### config.mk
export PLATFORM = sky130hd
export DESIGN_NAME = phase1_driver_flat
export DESIGN_NICKNAME = d
export VERILOG_FILES = /design/src/rtl/phase1_driver_if.sv /design/src/rtl/phase1_driver.sv /design/src/flat_wrapper.sv
export SDC_FILE = /design/constraint.sdc
export NUM_CORES = 1
export LEC_CHECK = 0
export CAP_MARGIN = 25
export CORE_ASPECT_RATIO = 1.25
export CORE_MARGIN = 10
export CORE_UTILIZATION = 51
export CTS_BUF_LIST = sky130_fd_sc_hd__clkbuf_4
export DETAILED_ROUTE_END_ITERATION = 16
export GPL_TIMING_DRIVEN = 0
export PLACE_DENSITY = 0.85
export SETUP_SLACK_MARGIN = 0.2
export SYNTH_ARGS = -nofsm -noshare
export SYNTH_HDL_FRONTEND = slang
export SYNTH_SLANG_ARGS = --single-unit
### constraint.sdc
create_clock -name clk -period 2.05 [get_ports clk]
set_input_delay 0.41 -clock clk [delete_from_list [all_inputs] [get_ports clk]]
set_output_delay 0.41 -clock clk [all_outputs]
set_load 0.01 [all_outputs]
### src/rtl/phase1_driver_if.sv
`default_nettype none
// ============================================================================
// Module   : phase1_driver_if
// Brief    : Read-request bus between the phase-1 sequencer and the force
//            pipeline (valid/ready requests plus pipeline occupancy).
// Revision : 1.0 - initial release
// ============================================================================
interface phase1_driver_if #(
    parameter int PADDR_W = 7
);
    logic               rd_valid;
    logic               rd_ready;
    logic [PADDR_W:0]   rd_addr;
    logic               rd_last;
    logic               pipe_busy;

    modport master (
        output rd_valid,
        output rd_addr,
        output rd_last,
        input  rd_ready,
        input  pipe_busy
    );

    modport slave (
        input  rd_valid,
        input  rd_addr,
        input  rd_last,
        output rd_ready,
        output pipe_busy
    );
endinterface
`default_nettype wire

### src/rtl/phase1_driver.sv
`default_nettype none
// ============================================================================
// Module   : phase1_driver
// Brief    : Phase-1 sequencer; snapshots bank and cell count, streams one
//            read request per particle, drains the pipeline, reports done.
// Revision : 1.0 - initial release
// ============================================================================
module phase1_driver #(
    parameter int PADDR_W      = 7,
    parameter int DRAIN_CYCLES = 20
) (
    input  logic             clk,
    input  logic             reset,
    input  logic             phase1_ready,
    input  logic             double_buffer,
    input  logic [PADDR_W:0] cell_count,
    output logic             phase1_done,
    phase1_driver_if.master  rd
);

    localparam logic [1:0] c_IDLE  = 2'd0;
    localparam logic [1:0] c_ISSUE = 2'd1;
    localparam logic [1:0] c_DRAIN = 2'd2;
    localparam logic [1:0] c_DONE  = 2'd3;

    localparam logic [PADDR_W:0]   c_MAX_COUNT  = (PADDR_W+1)'(2**PADDR_W);
    localparam logic [PADDR_W:0]   c_COUNT_ONE  = (PADDR_W+1)'(1);
    localparam logic [PADDR_W-1:0] c_IDX_ONE    = PADDR_W'(1);
    localparam logic [7:0]         c_DRAIN_LAST = 8'(DRAIN_CYCLES - 1);

    logic [1:0]         r_state;
    logic [PADDR_W-1:0] r_idx;
    logic [PADDR_W:0]   r_count;
    logic               r_bank;
    logic [7:0]         r_drain_cnt;

    logic [PADDR_W:0]   w_count_clamped;
    logic               w_is_last;

    assign w_count_clamped = (cell_count > c_MAX_COUNT) ? c_MAX_COUNT : cell_count;
    assign w_is_last       = ({1'b0, r_idx} == (r_count - c_COUNT_ONE));

    // Outputs are pure decodes of registered state, so no input reaches an output combinationally.
    assign rd.rd_valid  = (r_state == c_ISSUE);
    assign rd.rd_addr   = {r_bank, r_idx};
    assign rd.rd_last   = (r_state == c_ISSUE) && w_is_last;
    assign phase1_done  = (r_state == c_DONE);

    always_ff @(posedge clk) begin
        if (reset) begin
            r_state     <= c_IDLE;
            r_idx       <= '0;
            r_count     <= '0;
            r_bank      <= 1'b0;
            r_drain_cnt <= '0;
        end else begin
            case (r_state)
                c_IDLE: begin
                    if (phase1_ready) begin
                        r_bank      <= double_buffer;
                        r_count     <= w_count_clamped;
                        r_idx       <= '0;
                        r_drain_cnt <= '0;
                        r_state     <= (w_count_clamped == '0) ? c_DRAIN : c_ISSUE;
                    end
                end
                c_ISSUE: begin
                    if (rd.rd_ready) begin
                        if (w_is_last) begin
                            r_drain_cnt <= '0;
                            r_state     <= c_DRAIN;
                        end else begin
                            r_idx <= r_idx + c_IDX_ONE;
                        end
                    end
                end
                c_DRAIN: begin
                    // Once saturated the counter parks and only pipe_busy holds us here.
                    if (r_drain_cnt == c_DRAIN_LAST) begin
                        if (!rd.pipe_busy) begin
                            r_state <= c_DONE;
                        end
                    end else begin
                        r_drain_cnt <= r_drain_cnt + 8'd1;
                    end
                end
                c_DONE: begin
                    if (!phase1_ready) begin
                        r_state <= c_IDLE;
                    end
                end
                default: r_state <= c_IDLE;
            endcase
        end
    end

endmodule
`default_nettype wire
### src/flat_wrapper.sv
// flat-port wrapper written by rule: the top's interface ports become plain ports
module phase1_driver_flat 
#(
    parameter int PADDR_W      = 7,
    parameter int DRAIN_CYCLES = 20
)
  (clk, reset, phase1_ready, double_buffer, cell_count, phase1_done, rd_rd_valid, rd_rd_addr, rd_rd_last, rd_rd_ready, rd_pipe_busy);
  phase1_driver_if #(.PADDR_W(PADDR_W)) rd_i ();
  input  logic clk;
  input  logic reset;
  input  logic phase1_ready;
  input  logic double_buffer;
  input  logic [PADDR_W:0] cell_count;
  output logic phase1_done;
  output wire logic [$bits(rd_i.rd_valid)-1:0] rd_rd_valid;
  output wire logic [$bits(rd_i.rd_addr)-1:0] rd_rd_addr;
  output wire logic [$bits(rd_i.rd_last)-1:0] rd_rd_last;
  input wire logic [$bits(rd_i.rd_ready)-1:0] rd_rd_ready;
  input wire logic [$bits(rd_i.pipe_busy)-1:0] rd_pipe_busy;
  assign rd_rd_valid = rd_i.rd_valid;
  assign rd_rd_addr = rd_i.rd_addr;
  assign rd_rd_last = rd_i.rd_last;
  assign rd_i.rd_ready = rd_rd_ready;
  assign rd_i.pipe_busy = rd_pipe_busy;
  phase1_driver #(.PADDR_W(PADDR_W), .DRAIN_CYCLES(DRAIN_CYCLES)) u_core (.clk(clk), .reset(reset), .phase1_ready(phase1_ready), .double_buffer(double_buffer), .cell_count(cell_count), .phase1_done(phase1_done), .rd(rd_i));
endmodule
# After elaboration in Yosys (flattened, before gate mapping)
# Cells that the tools add are included.
[word_totals] latchBits=0 out_inout_bits=11 romBits=0 ram_bits=0 ff_bits=26 elab_cells=49 mem_count=0
[classes] reduce_logical=9 magnitude_cmp=1 bitwise=0 muxes=18 n_shift=0 n_div=0 n_eq_ne=13 mul=0 n_addsub=3
[ops] cell="8-bit 2-to-1 mux" n=5
[ops] cell="8-bit one-hot mux with 3 select lines" n=1
[ops] cell="7-bit 2-to-1 mux" n=3
[ops] cell="2-bit 2-to-1 mux" n=7
[ops] cell="7-bit one-hot mux with 2 select lines" n=1
[ops] cell="2-bit inequality test (second input constant)" n=5
[ops] cell="8-bit by 1-bit adder with 8-bit output (second input constant)" n=1
[ops] cell="7-bit by 8-bit == test with 1-bit output" n=1
[ops] cell="8-bit by 5-bit == test with 1-bit output (second input constant)" n=1
[ops] cell="8-bit > comparator (second input constant)" n=1
[ops] cell="8-bit zero test" n=1
[ops] cell="2-bit one-hot mux with 4 select lines" n=1
[ops] cell="8-bit by 1-bit subtractor with 8-bit output (second input constant)" n=1
[ops] cell="7-bit by 1-bit adder with 7-bit output (second input constant)" n=1
[ops] cell="2-bit by 1-bit inequality test with 1-bit output (second input constant)" n=3
[ops] cell="6-bit AND reduction" n=1
[ops] cell="5-bit AND reduction" n=1
[ops] cell="2-bit == test (second input constant)" n=2
[ops] cell="4-bit AND reduction" n=1
[ops] cell="3-bit nonzero test" n=1
[ops] cell="2-bit by 1-bit == test with 1-bit output (second input constant)" n=1
[ops] cell="2-bit zero test" n=1
[ops] cell="2-bit AND reduction" n=1
[ops] cell="2-bit nonzero test" n=1
[ops] cell="1-bit logical AND" n=1

# Depth between registers and ports, before layout
# Gate-level depths: netlist of the first run.
[depth] ltp_word=6 ltp_mapped=9 depth_no_buf=8

# Least setup slack after synthesis of the first run
# Ideal clock, no wire load.
[synth_path] kind="reg2out" start="reg u_core.r_count[2]" end="out rd_rd_last" t_required_ns=1.640 stages_incl_launch_ff=6 t_arrival_ns=1.883 slack_ns=-0.243 cell_sequence="dfxtp_1 or3_1 or3_1 a2111o_1 a21o_1 nor2_1"
[synth_via] elab_chain_cells=3
[synth_rtl] element="from (decl)" line="phase1_driver.sv:33" rtl="logic [PADDR_W:0] r_count;"
[synth_rtl] element="from (signal assigned)" line="phase1_driver.sv:61" rtl="r_count <= w_count_clamped;"
[synth_rtl] element="8-bit by 1-bit subtractor with 8-bit output" line="phase1_driver.sv:41" rtl="assign w_is_last = ({1'b0, r_idx} == (r_count - c_COUNT_ONE));"
[synth_rtl] element="7-bit by 8-bit == test with 1-bit output" line="phase1_driver.sv:41"
[synth_rtl] element="1-bit logical AND" line="phase1_driver.sv:46" rtl="assign rd.rd_last = (r_state == c_ISSUE) && w_is_last;"
[synth_rtl] element="to (decl)" line="flat_wrapper.sv:17" rtl="output wire logic [$bits(rd_i.rd_last)-1:0] rd_rd_last;"
# Every way passes these cells.

# Final worst setup path of the first run
# Same ends and word-level chain as after synthesis.

==> impl_metrics.tcl, run 1 <==
set metrics [dict create \
    pwr_density_cell_nw_per_um2 785 \
    ctsHtreeMaxLevel 1 \
    path_max_fanout 4 \
    critical_path.reg2reg.endpoint "u_core.r_drain_cnt[4]" \
    synth.net_count 235 \
    io_pins 25 \
    leakage_power_nw 0.854 \
    cts-hold-fix-buffers 0 \
    place_congestion 0.846 \
    critical_path_class "reg2out" \
    max-vdd-ir-drop_uv 551 \
    max_slew_margin 0.552 \
    cts_root_buf "sky130_fd_sc_hd__clkbuf_4" \
    max-clock-path-buffers 2 \
    floorplan.die_area_um2 6140 \
    numCtsBuffers 3 \
    firstDrtPassIters 4 \
    drive_above_1_share 0.266 \
    grt_antenna_before_repair 0 \
    worst-r2r-cell-count 10 \
    grt_util_all_layers 0.151 \
    dr.first_iter.drc_count 133 \
    hold_path.class "reg2reg" \
    finalCoreUtilization 0.720 \
    coreArea_um2 3250 \
    number_of_global_route_vias_before_repair 1737 \
    min_path_cells 2 \
    crit_path_start_kind "flop" \
    critical_path_arrival_ns 2.27 \
    timing.final.setup_violations 18 \
    clk_pin_slew_ns 0.15 \
    ys.flop_type "sky130_fd_sc_hd__dfxtp_1" \
    violations "setup timing" \
    outcome "finished with violations" \
    maximum_number_of_pins_on_one_net_before_global_route_repair 16 \
    top_signal_layer_used "met4" \
    setup_slack_ns -0.632 \
    timing.clock.skew_ns 0.0116 \
    unrepaired_setup_endpoints_after_global_routing "true" \
    final_period_minus_worst_setup_slack_ns 2.68 \
    overflow 0 \
    max_cap_viol_count 0 \
    synth_edf_count 0 \
    routedLengthMet1_um 1940 \
    holdCritStartpoint "u_core.r_bank" \
    synth_async_sr_flop_share 0 \
    max_freq_ghz 0.373 \
    wl_met2_um 2720 \
    port_buffers 23 \
    antenna_diodes 0 \
    rows 23 \
    wl_um 5080 \
    via_per_inst 6.08 \
    fraction_of_the_yosys_area_taken_by_sequential_cells 0.301 \
    final-max-slew-violation-count 0 \
    first_pass_grt_wire_length_um 7880 \
    critical_path_data_required_time_ns 1.64 \
    synth-warning-count 0 \
    synth.avg_cell_area_um2 8.09 \
    ant_nets 0 \
    totalNegativeSetupSlack_ns -7.02 \
    timing_worst_slew_pin_value_ns 0.669 \
    area_growth_syn_to_layout_pct 35.3 \
    synth.ff_latch_count 26 \
    post_route_drc_violation_count 0 \
    worst_setup_path_end_kind "output port" \
    worst_flop_to_flop_path_startpoint "u_core.r_count[2]" \
    tritoncts "built" \
    nNetsFinal 278 \
    dpl.hpwl_um 3340 \
    fin_crit_sh 1.31 \
    reg2reg_setup_slack_ns -0.56 \
    tritoncts_num_sinks 26 \
    starting_density 0.532 \
    via_count 1781 \
    post-layout-total-power_mw 1.84 \
    hold_viol 0 \
    synth_cells 214 \
    clock_latency_ns 0.33 \
    synth.lib_cells_used.distinct 52 \
    holdPathEnd "u_core.r_bank" \
    die_height_um 85.1 \
    post_synth_instance_area_um2 1730 \
    holdWs_ns 0.493 \
    wl_per_cell_um 17.3 \
    die_x_um 72.1 \
    amount_of_wire_on_met3_after_detailed_routing_um 202 \
]
## metal layers
metal | vias to the layer above | GRT usage
met4 | 0 | 0.0705
met3 | 24 | 0.0233
met2 | 45 | 0.265
li1 | 870 | -
met5 | - | 0
met1 | 842 | 0.172
## power by group
part | internal (mW) | switching, mW | leakage, nW | total, mW
combinational | 0.375 | 0.507 | 0.610 | 0.882
sequential | 0.547 | 0.0503 | 0.215 | 0.598
clock | 0.198 | 0.160 | 0.0279 | 0.358
total | 1.12 | 0.717 | 0.854 | 1.84
## cells by family (layout without fill, tap and decap cells)
group           Yosys count  count (layout)  share of synthesized area
xor+xnor                  8               8                     0.0405
flops                    26              26                      0.301
simple gates             94              94                      0.298
compound gates           52              52                      0.221
fa+ha+maj                 7               7                     0.0506
mux                       7               7                     0.0427
buf+inv                  20              62                     0.0463
## worst max-delay path by stage
stage,from,end,slack [ns],depth (start not counted)
finish,u_core.r_count[2],rd_rd_last,-0.63,6
CTS,u_core.r_count[2],rd_rd_last,-0.66,6
global route,u_core.r_count[4],rd_rd_last,-0.72,6
detailed placement,u_core.r_count[3],rd_rd_last,-0.73,6
floorplan,u_core.r_count[2],rd_rd_last,-0.15,5
global placement,u_core.r_count[3],rd_rd_last,-0.74,6
## critical path, stage by stage, from the launching register on
cell,delay [ns]
sky130_fd_sc_hd__dfxtp_4,0.39
sky130_fd_sc_hd__or3_4,0.39
sky130_fd_sc_hd__or3_4,0.34
sky130_fd_sc_hd__a2111o_1,0.39
sky130_fd_sc_hd__a21o_1,0.21
sky130_fd_sc_hd__nor2_2,0.09
sky130_fd_sc_hd__buf_2,0.13
## per-stage QoR
stage / std cells / area (µm²) / setup WS [ns]
floorplan: 214 / 1760 / -0.149
global placement: 274 / 2040 / -0.741
detailed placement: 274 / 2040 / -0.728
CTS: 288 / 2240 / -0.661
global route: 293 / 2340 / -0.716
finish: 293 / 2340 / -0.632
## sequential cells by signal (all words and copies together), names as in the netlist
register            count
u_core.r_bank           1
u_core.r_count          8
u_core.r_drain_cnt      8
u_core.r_idx            7
u_core.r_state          2
## synth_stat cells (3+ instances only)
master                       n  area, µm²
sky130_fd_sc_hd__xnor2_1     5       43.8
sky130_fd_sc_hd__o21ai_0     6       30.0
sky130_fd_sc_hd__or2_2       3       18.8
sky130_fd_sc_hd__xor2_1      3       26.3
sky130_fd_sc_hd__a21oi_1    13       65.1
sky130_fd_sc_hd__mux2_2      3       33.8
sky130_fd_sc_hd__nor4_1      4       25.0
sky130_fd_sc_hd__mux2i_1     4       40.0
sky130_fd_sc_hd__or3_1       7       43.8
sky130_fd_sc_hd__nor2b_1     3       18.8
sky130_fd_sc_hd__nand2b_1    6       37.5
sky130_fd_sc_hd__nor3_1      5       25.0
sky130_fd_sc_hd__clkbuf_1    6       22.5
sky130_fd_sc_hd__nor3b_1     8       60.1
sky130_fd_sc_hd__dfxtp_1    26        521
sky130_fd_sc_hd__o32ai_1     5       43.8
sky130_fd_sc_hd__nand3_1    10       50.1
sky130_fd_sc_hd__inv_1      12       45.0
sky130_fd_sc_hd__nor2_1     17       63.8
sky130_fd_sc_hd__a2bb2oi_1   4       35.0
sky130_fd_sc_hd__nand2_1    15       56.3
sky130_fd_sc_hd__o22ai_1     4       25.0
sky130_fd_sc_hd__ha_1        7       87.6
sky130_fd_sc_hd__and3_1      6       37.5
## repair_timing
item                       CTS  global route
setup buffers               10             5
resized for setup           24            21
pin swaps                    5             5
setup endpoints to repair   20            31
## layout make-up
cell class	instances	area, µm²
Buffer	8	37.5
Clock buffer	3	22.5
Clock inverter	1	30.0
Fill cell	261	911
Inverter	12	45.0
Multi-Input combinational cell	168	1280
Sequential cell	26	538
Tap cell	37	46.3
Timing Repair Buffer	38	339
## cells in the final DEF, fill, tap and decap left out, drive strengths merged, types with 2 or more instances in the layout
| cell type | count |
|---|---|
| a211oi | 2 |
| inv | 12 |
| a221oi | 2 |
| or2 | 3 |
| dfxtp | 26 |
| o22ai | 4 |
| nor2 | 17 |
| nand2b | 6 |
| nor2b | 3 |
| nor3 | 5 |
| buf | 18 |
| nor4 | 4 |
| a2bb2oi | 4 |
| xor2 | 3 |
| clkdlybuf4s50 | 20 |
| and2 | 2 |
| a21oi | 14 |
| nand2 | 15 |
| nor3b | 8 |
| mux2i | 4 |
| nand3b | 2 |
| ha | 7 |
| or3 | 7 |
| mux2 | 3 |
| o32ai | 5 |
| xnor2 | 5 |
| clkbuf | 10 |
| nand3 | 10 |
| or4 | 2 |
| and3 | 6 |
| o21ai | 8 |
Power figures use the tool's default switching activity.
==> inputs of run 2 (changes only) <==
CAP_MARGIN = 20   (was 25)
clock period = 2.2 ns   (was 2.05 ns; I/O delays follow)
==> run 2 against run 1 <==
The flow still finishes with violations (setup timing). Count of clock-buffer cells in the layout stayed put. Sequential share of layout area grew 0.14 points. Clock power is 37% lower. Register-to-register slack improved by 0.06 ns. Core utilization fell by 1.1 points. Setup slack improved by 0.11 ns. First-iteration DRC count grew 9.8%. Final cell count is 0.34% lower. Critical path depth unchanged. Sequential power is 7.5% lower. Flip-flop and latch count is the same. Highest routed layer unchanged. Combinational power is 8.5% lower.
==> impl_metrics.tcl, run 2 (synthesized netlist as in run 1, its figures left out) <==
set metrics [dict create \
    dpl.hpwl_um 3390 \
    path_delay_family "simple AND/OR/NAND/NOR gates" \
    max_cap_viol_count 0 \
    cp_num_cells 6 \
    final-max-slew-violation-count 0 \
    p_clk_frac 0.142 \
    final_period_minus_worst_setup_slack_ns 2.72 \
    timing.critical_path.slowest_cell_delay_ns 0.42 \
    die_height_um 85.1 \
    worst_flop_to_flop_path_startpoint "u_core.r_count[2]" \
    power_frac_seq 0.349 \
    worst-r2r-cell-count 10 \
    floorplan.die_area_um2 6140 \
    cts-hold-fix-buffers 0 \
    path_max_fanout 3 \
    cpMaxStageDelayCell "sky130_fd_sc_hd__a2111o_1" \
    max-clock-path-buffers 2 \
    area_growth_syn_to_layout_pct 33.2 \
    p_sw_mw 0.668 \
    numCtsBuffers 3 \
    firstDrtPassIters 4 \
    internal_cell_power_mw 0.917 \
    outcome "finished with violations" \
    max_slew_margin 0.508 \
    place.detailed.instances 274 \
    tritoncts "built" \
    wl_per_cell_um 17.1 \
    first_pass_grt_wire_length_um 8070 \
    clock_latency_ns 0.34 \
    wl_um 4990 \
    unrepaired_setup_endpoints_after_global_routing "true" \
    io_pins 25 \
    dp_slack_ns -0.662 \
    rows 23 \
    grt_util_all_layers 0.153 \
    ctsHtreeMaxLevel 1 \
    critical_path_class "reg2out" \
    instances_no_fill 292 \
    antenna_diodes 0 \
    largestRegisters "u_core.r_count x8, u_core.r_drain_cnt x8, u_core.r_idx x7" \
    fin_crit_sh 1.24 \
    ant_nets 0 \
    crit_path_end "rd_rd_last" \
    crit_path_start_kind "flop" \
    overflow 0 \
    drive_above_1_share 0.227 \
    die_x_um 72.1 \
    timing.clock.skew_ns 0.0117 \
    port_buffers 23 \
    netSwitchingFraction 0.421 \
    p_comb_frac 0.510 \
    timing_worst_slew_pin_value_ns 0.734 \
    critical_path.reg2reg.endpoint "u_core.r_state[0]" \
    critical_path_arrival_ns 2.28 \
    hold_viol 0 \
    nNetsFinal 277 \
    via_per_inst 6.10 \
    leakage_power_nw 0.831 \
    critPathLaunch "u_core.r_count[2]" \
    cts_root_buf "sky130_fd_sc_hd__clkbuf_4" \
    tritoncts_num_sinks 26 \
    clk_pin_slew_ns 0.16 \
    timing.final.setup_violations 18 \
    cell_repeated_most_along_the_worst_path "sky130_fd_sc_hd__or3_4" \
    violations "setup timing" \
    post_route_drc_violation_count 0 \
    maximum_number_of_pins_on_one_net_before_global_route_repair 15 \
    hold_path.class "reg2reg" \
    layout.cells.most_common "sky130_fd_sc_hd__dfxtp_1" \
    starting_density 0.532 \
    layout_common_cells "sky130_fd_sc_hd__dfxtp_1, sky130_fd_sc_hd__clkdlybuf4s50_1, sky130_fd_sc_hd__nor2_1" \
    max-vdd-ir-drop_uv 708 \
    dr.first_iter.drc_count 146 \
    max_freq_ghz 0.368 \
    place_congestion 0.900 \
    reg2reg_setup_slack_ns -0.50 \
    critPathBufInv 1 \
    via_count 1780 \
    setup_slack_ns -0.519 \
    worst_setup_path_end_kind "output port" \
    pwr_density_cell_nw_per_um2 688 \
    number_of_global_route_vias_before_repair 1751 \
    coreArea_um2 3250 \
    critical_path_data_required_time_ns 1.76 \
    grt_antenna_before_repair 0 \
    min_path_cells 2 \
    worstPathCellList "or3_4 > or3_4 > a2111o_1 > a21o_1 > nor2_2 > buf_2" \
]
[run 2: repair_timing]
item / CTS / global route
endpoints found under the setup margin: 19 / 20
gates resized for setup: 21 / 16
setup buffers: 12 / 2
pin swaps: 8 / 1
[run 2: worst min-delay path, cell delays in order (launching register included)]
cell,delay [ns]
sky130_fd_sc_hd__dfxtp_1,0.34
sky130_fd_sc_hd__nand2_1,0.05
sky130_fd_sc_hd__a21oi_1,0.05
[run 2: area by class of cell]
type / instances / area [µm²]
Buffer: 8 / 36.3
Fill cell: 252 / 947
Clock inverter: 1 / 3.75
Inverter: 12 / 45.0
Timing Repair Buffer: 37 / 344
Sequential cell: 26 / 533
Tap cell: 37 / 46.3
Clock buffer: 3 / 22.5
Multi-Input combinational cell: 168 / 1270
[run 2: routing by layer]
| metal | wire length, µm | global-route usage |
|---|---|---|
| met1 | 1960 | 0.171 |
| met2 | 2720 | 0.281 |
| met3 | 188 | 0.0256 |
| met4 | 119 | 0.0476 |
| met5 | 0 | 0 |
[run 2: how the worst min path moves through the flow]
stage	slack (ns)	from	end
after floorplan	0.44	u_core.r_bank	u_core.r_bank
after global placement	0.45	u_core.r_bank	u_core.r_bank
after detailed placement	0.46	u_core.r_bank	u_core.r_bank
after CTS	0.48	u_core.r_bank	u_core.r_bank
after global routing	0.51	u_core.r_bank	u_core.r_bank
final	0.47	u_core.r_bank	u_core.r_bank
[run 2: metrics by stage]
step / area (µm²) / total power, mW / setup TNS, ns / util / hold slack, ns
floorplan: 1760 / 1.06 / -0.0286 / - / 0.437
global placement: 2040 / 1.22 / -2.15 / 0.628 / 0.447
detailed placement: 2040 / 1.24 / -2.46 / 0.628 / 0.457
CTS: 2230 / 1.51 / -5.33 / 0.685 / 0.475
global route: 2300 / 1.68 / -7.73 / 0.709 / 0.508
finish: 2300 / 1.58 / -6.09 / 0.709 / 0.474
[run 2: power groups by stage]
stage          logic, mW  clock network, mW  registers (mW)
6_report           0.807              0.224           0.553
3_5_place_dp       0.676                  0           0.560
2_1_floorplan      0.505                  0           0.550
5_1_grt            0.879              0.240           0.557
4_1_cts            0.738              0.220           0.550
3_3_place_gp       0.659                  0           0.558
==> inputs of run 3 (changes only) <==
REMOVE_ABC_BUFFERS = 1   (was unset)
==> run 3 against run 2 <==
The flow still finishes with violations (setup timing). First-iteration DRC count grew 12%. Critical path depth did not move. Count of clock-buffer cells in the layout did not move. Sequential share of layout area decreased by 1.6 points. Maximum frequency shrank 0.97%. Design area is 8.2% higher. Flip-flop and latch count is the same. Worst hold slack better by 0.025 ns. Clock power grew 53%. Non-clock buffer count up 2. Wire length increased by 12%. Via count increased by 7.6%. Largest power group unchanged.
==> impl_metrics.tcl, run 3 (synthesized netlist as in run 1, its figures left out) <==
set metrics [dict create \
    outcome "finished with violations" \
    violations "setup timing" \
    final-max-slew-violation-count 0 \
    timing.clock.skew_ns 0.00170 \
    path_max_fanout 4 \
    tritoncts_num_sinks 26 \
    max_slew_margin 0.497 \
    unrepaired_setup_endpoints_after_global_routing "true" \
    clock_latency_ns 0.34 \
    floorplan.die_area_um2 6140 \
    wl_um 5580 \
    holdWs_ns 0.499 \
    pwr_density_cell_nw_per_um2 717 \
    dp_slack_ns -0.721 \
    place_congestion 0.892 \
    antenna_diodes 0 \
    grt_antenna_before_repair 0 \
    grt_util_all_layers 0.160 \
    maximum_number_of_pins_on_one_net_before_global_route_repair 35 \
    post-layout-total-power_mw 1.79 \
    number_of_global_route_vias_before_repair 1905 \
    layout.cells.most_common "sky130_fd_sc_hd__clkdlybuf4s50_1" \
    overflow 0 \
    regArea_um2 537 \
    finalCoreUtilization 0.767 \
    ant_nets 0 \
    area_growth_syn_to_layout_pct 44.1 \
    timing_worst_slew_pin_value_ns 0.752 \
    via_per_inst 6.51 \
    via_count 1915 \
    critical_path_arrival_ns 2.31 \
    dpl.hpwl_um 3190 \
    port_buffers 24 \
    drive_above_1_share 0.292 \
    largestRegisters "u_core.r_count x8, u_core.r_drain_cnt x8, u_core.r_idx x7" \
    max-clock-path-buffers 2 \
    die_height_um 85.1 \
    totalNegativeSetupSlack_ns -5.22 \
    final_period_minus_worst_setup_slack_ns 2.75 \
    critical_path_class "reg2out" \
    setup_slack_ns -0.546 \
    tritoncts "built" \
    ctsHtreeMaxLevel 1 \
    multi_input_area_um2 1360 \
    critical_path_data_required_time_ns 1.76 \
    nNetsFinal 279 \
    timing.final.setup_violations 16 \
    max_freq_ghz 0.364 \
    max-vdd-ir-drop_uv 534 \
    firstDrtPassIters 5 \
    hold_viol 0 \
    die_x_um 72.1 \
    leakage_power_nw 0.923 \
    coreArea_um2 3250 \
    hold_path.class "reg2reg" \
    rows 23 \
    crit_path_start_kind "flop" \
    clk_pin_slew_ns 0.15 \
    worst_setup_path_end_kind "output port" \
    cts-hold-fix-buffers 0 \
    starting_density 0.532 \
    first_pass_grt_wire_length_um 8330 \
    numCtsBuffers 3 \
    wl_per_cell_um 19.0 \
    layout_common_cells "sky130_fd_sc_hd__clkdlybuf4s50_1, sky130_fd_sc_hd__dfxtp_1, sky130_fd_sc_hd__nor2_1, sky130_fd_sc_hd__buf_4, sky130_fd_sc_hd__nand2_1" \
    fin_crit_sh 1.25 \
    cts_root_buf "sky130_fd_sc_hd__clkbuf_4" \
    post_route_drc_violation_count 0 \
    dr.first_iter.drc_count 164 \
    max_cap_viol_count 0 \
    fillers 202 \
    io_pins 25 \
]
[run 3: cell count changes in the layout (fill, tap and decap cells not counted), sizes merged]
cell / change
clkinv: -1
buf: +7
clkbuf: -6
bufinv: +1
dlygate4sd2: +1
clkdlybuf4s50: -1
dlymetal6s2s: +1
[run 3: worst max-delay path, stage by stage, from the launching register on]
cell,delay [ns]
sky130_fd_sc_hd__dfxtp_4,0.38
sky130_fd_sc_hd__or2_2,0.33
sky130_fd_sc_hd__or3_4,0.41
sky130_fd_sc_hd__a2111o_1,0.40
sky130_fd_sc_hd__a21o_1,0.19
sky130_fd_sc_hd__nor2_2,0.11
sky130_fd_sc_hd__buf_2,0.14
[run 3: final cells by class]
type                    instances  area share
inverters                      12      0.0181
multi-input cells             168       0.546
well taps                      37      0.0186
clock inverters                 1      0.0120
flip-flops and latches         26       0.215
clock buffers                   3     0.00903
repair buffers                 47       0.181
[run 3: path summary, 6_finish.rpt]
check	startpoint	depth (start not counted)	to	slack [ns]
hold / removal	u_core.r_count[7]	2	u_core.r_count[7]	0.50
hold reg to reg	u_core.r_count[7]	2	u_core.r_count[7]	0.50
setup reg to reg	u_core.r_count[0]	10	u_core.r_drain_cnt[0]	-0.47
setup / recovery	u_core.r_count[0]	6	rd_rd_last	-0.55
[run 3: power breakdown]
part	total (mW)	internal (mW)	switching, mW
clock network	0.342	0.185	0.158
logic	0.886	0.388	0.498
registers	0.560	0.509	0.0510
[run 3: layer usage]
| layer | vias to the layer above | share of wire | track usage |
|---|---|---|---|
| met1 | 903 | 0.36 | 0.156 |
| met3 | 33 | 0.057 | 0.0245 |
| met4 | 0 | 0.049 | 0.0847 |
| met2 | 104 | 0.54 | 0.308 |
| met5 | - | 0 | 0 |
| li1 | 875 | - | - |
[run 3: through the flow]
stage / cells / instance area (µm²)
4_1_cts: 289 / 2370
3_5_place_dp: 267 / 1980
3_3_place_gp: 267 / 1980
5_1_grt: 294 / 2490
2_1_floorplan: 206 / 1700
6_report: 294 / 2490
[run 3: repair_timing]
item                       in CTS  in global routing
buffers inserted               18                  4
pin swaps                      10                  5
setup endpoints to repair      19                 19
gates resized for setup        48                 14
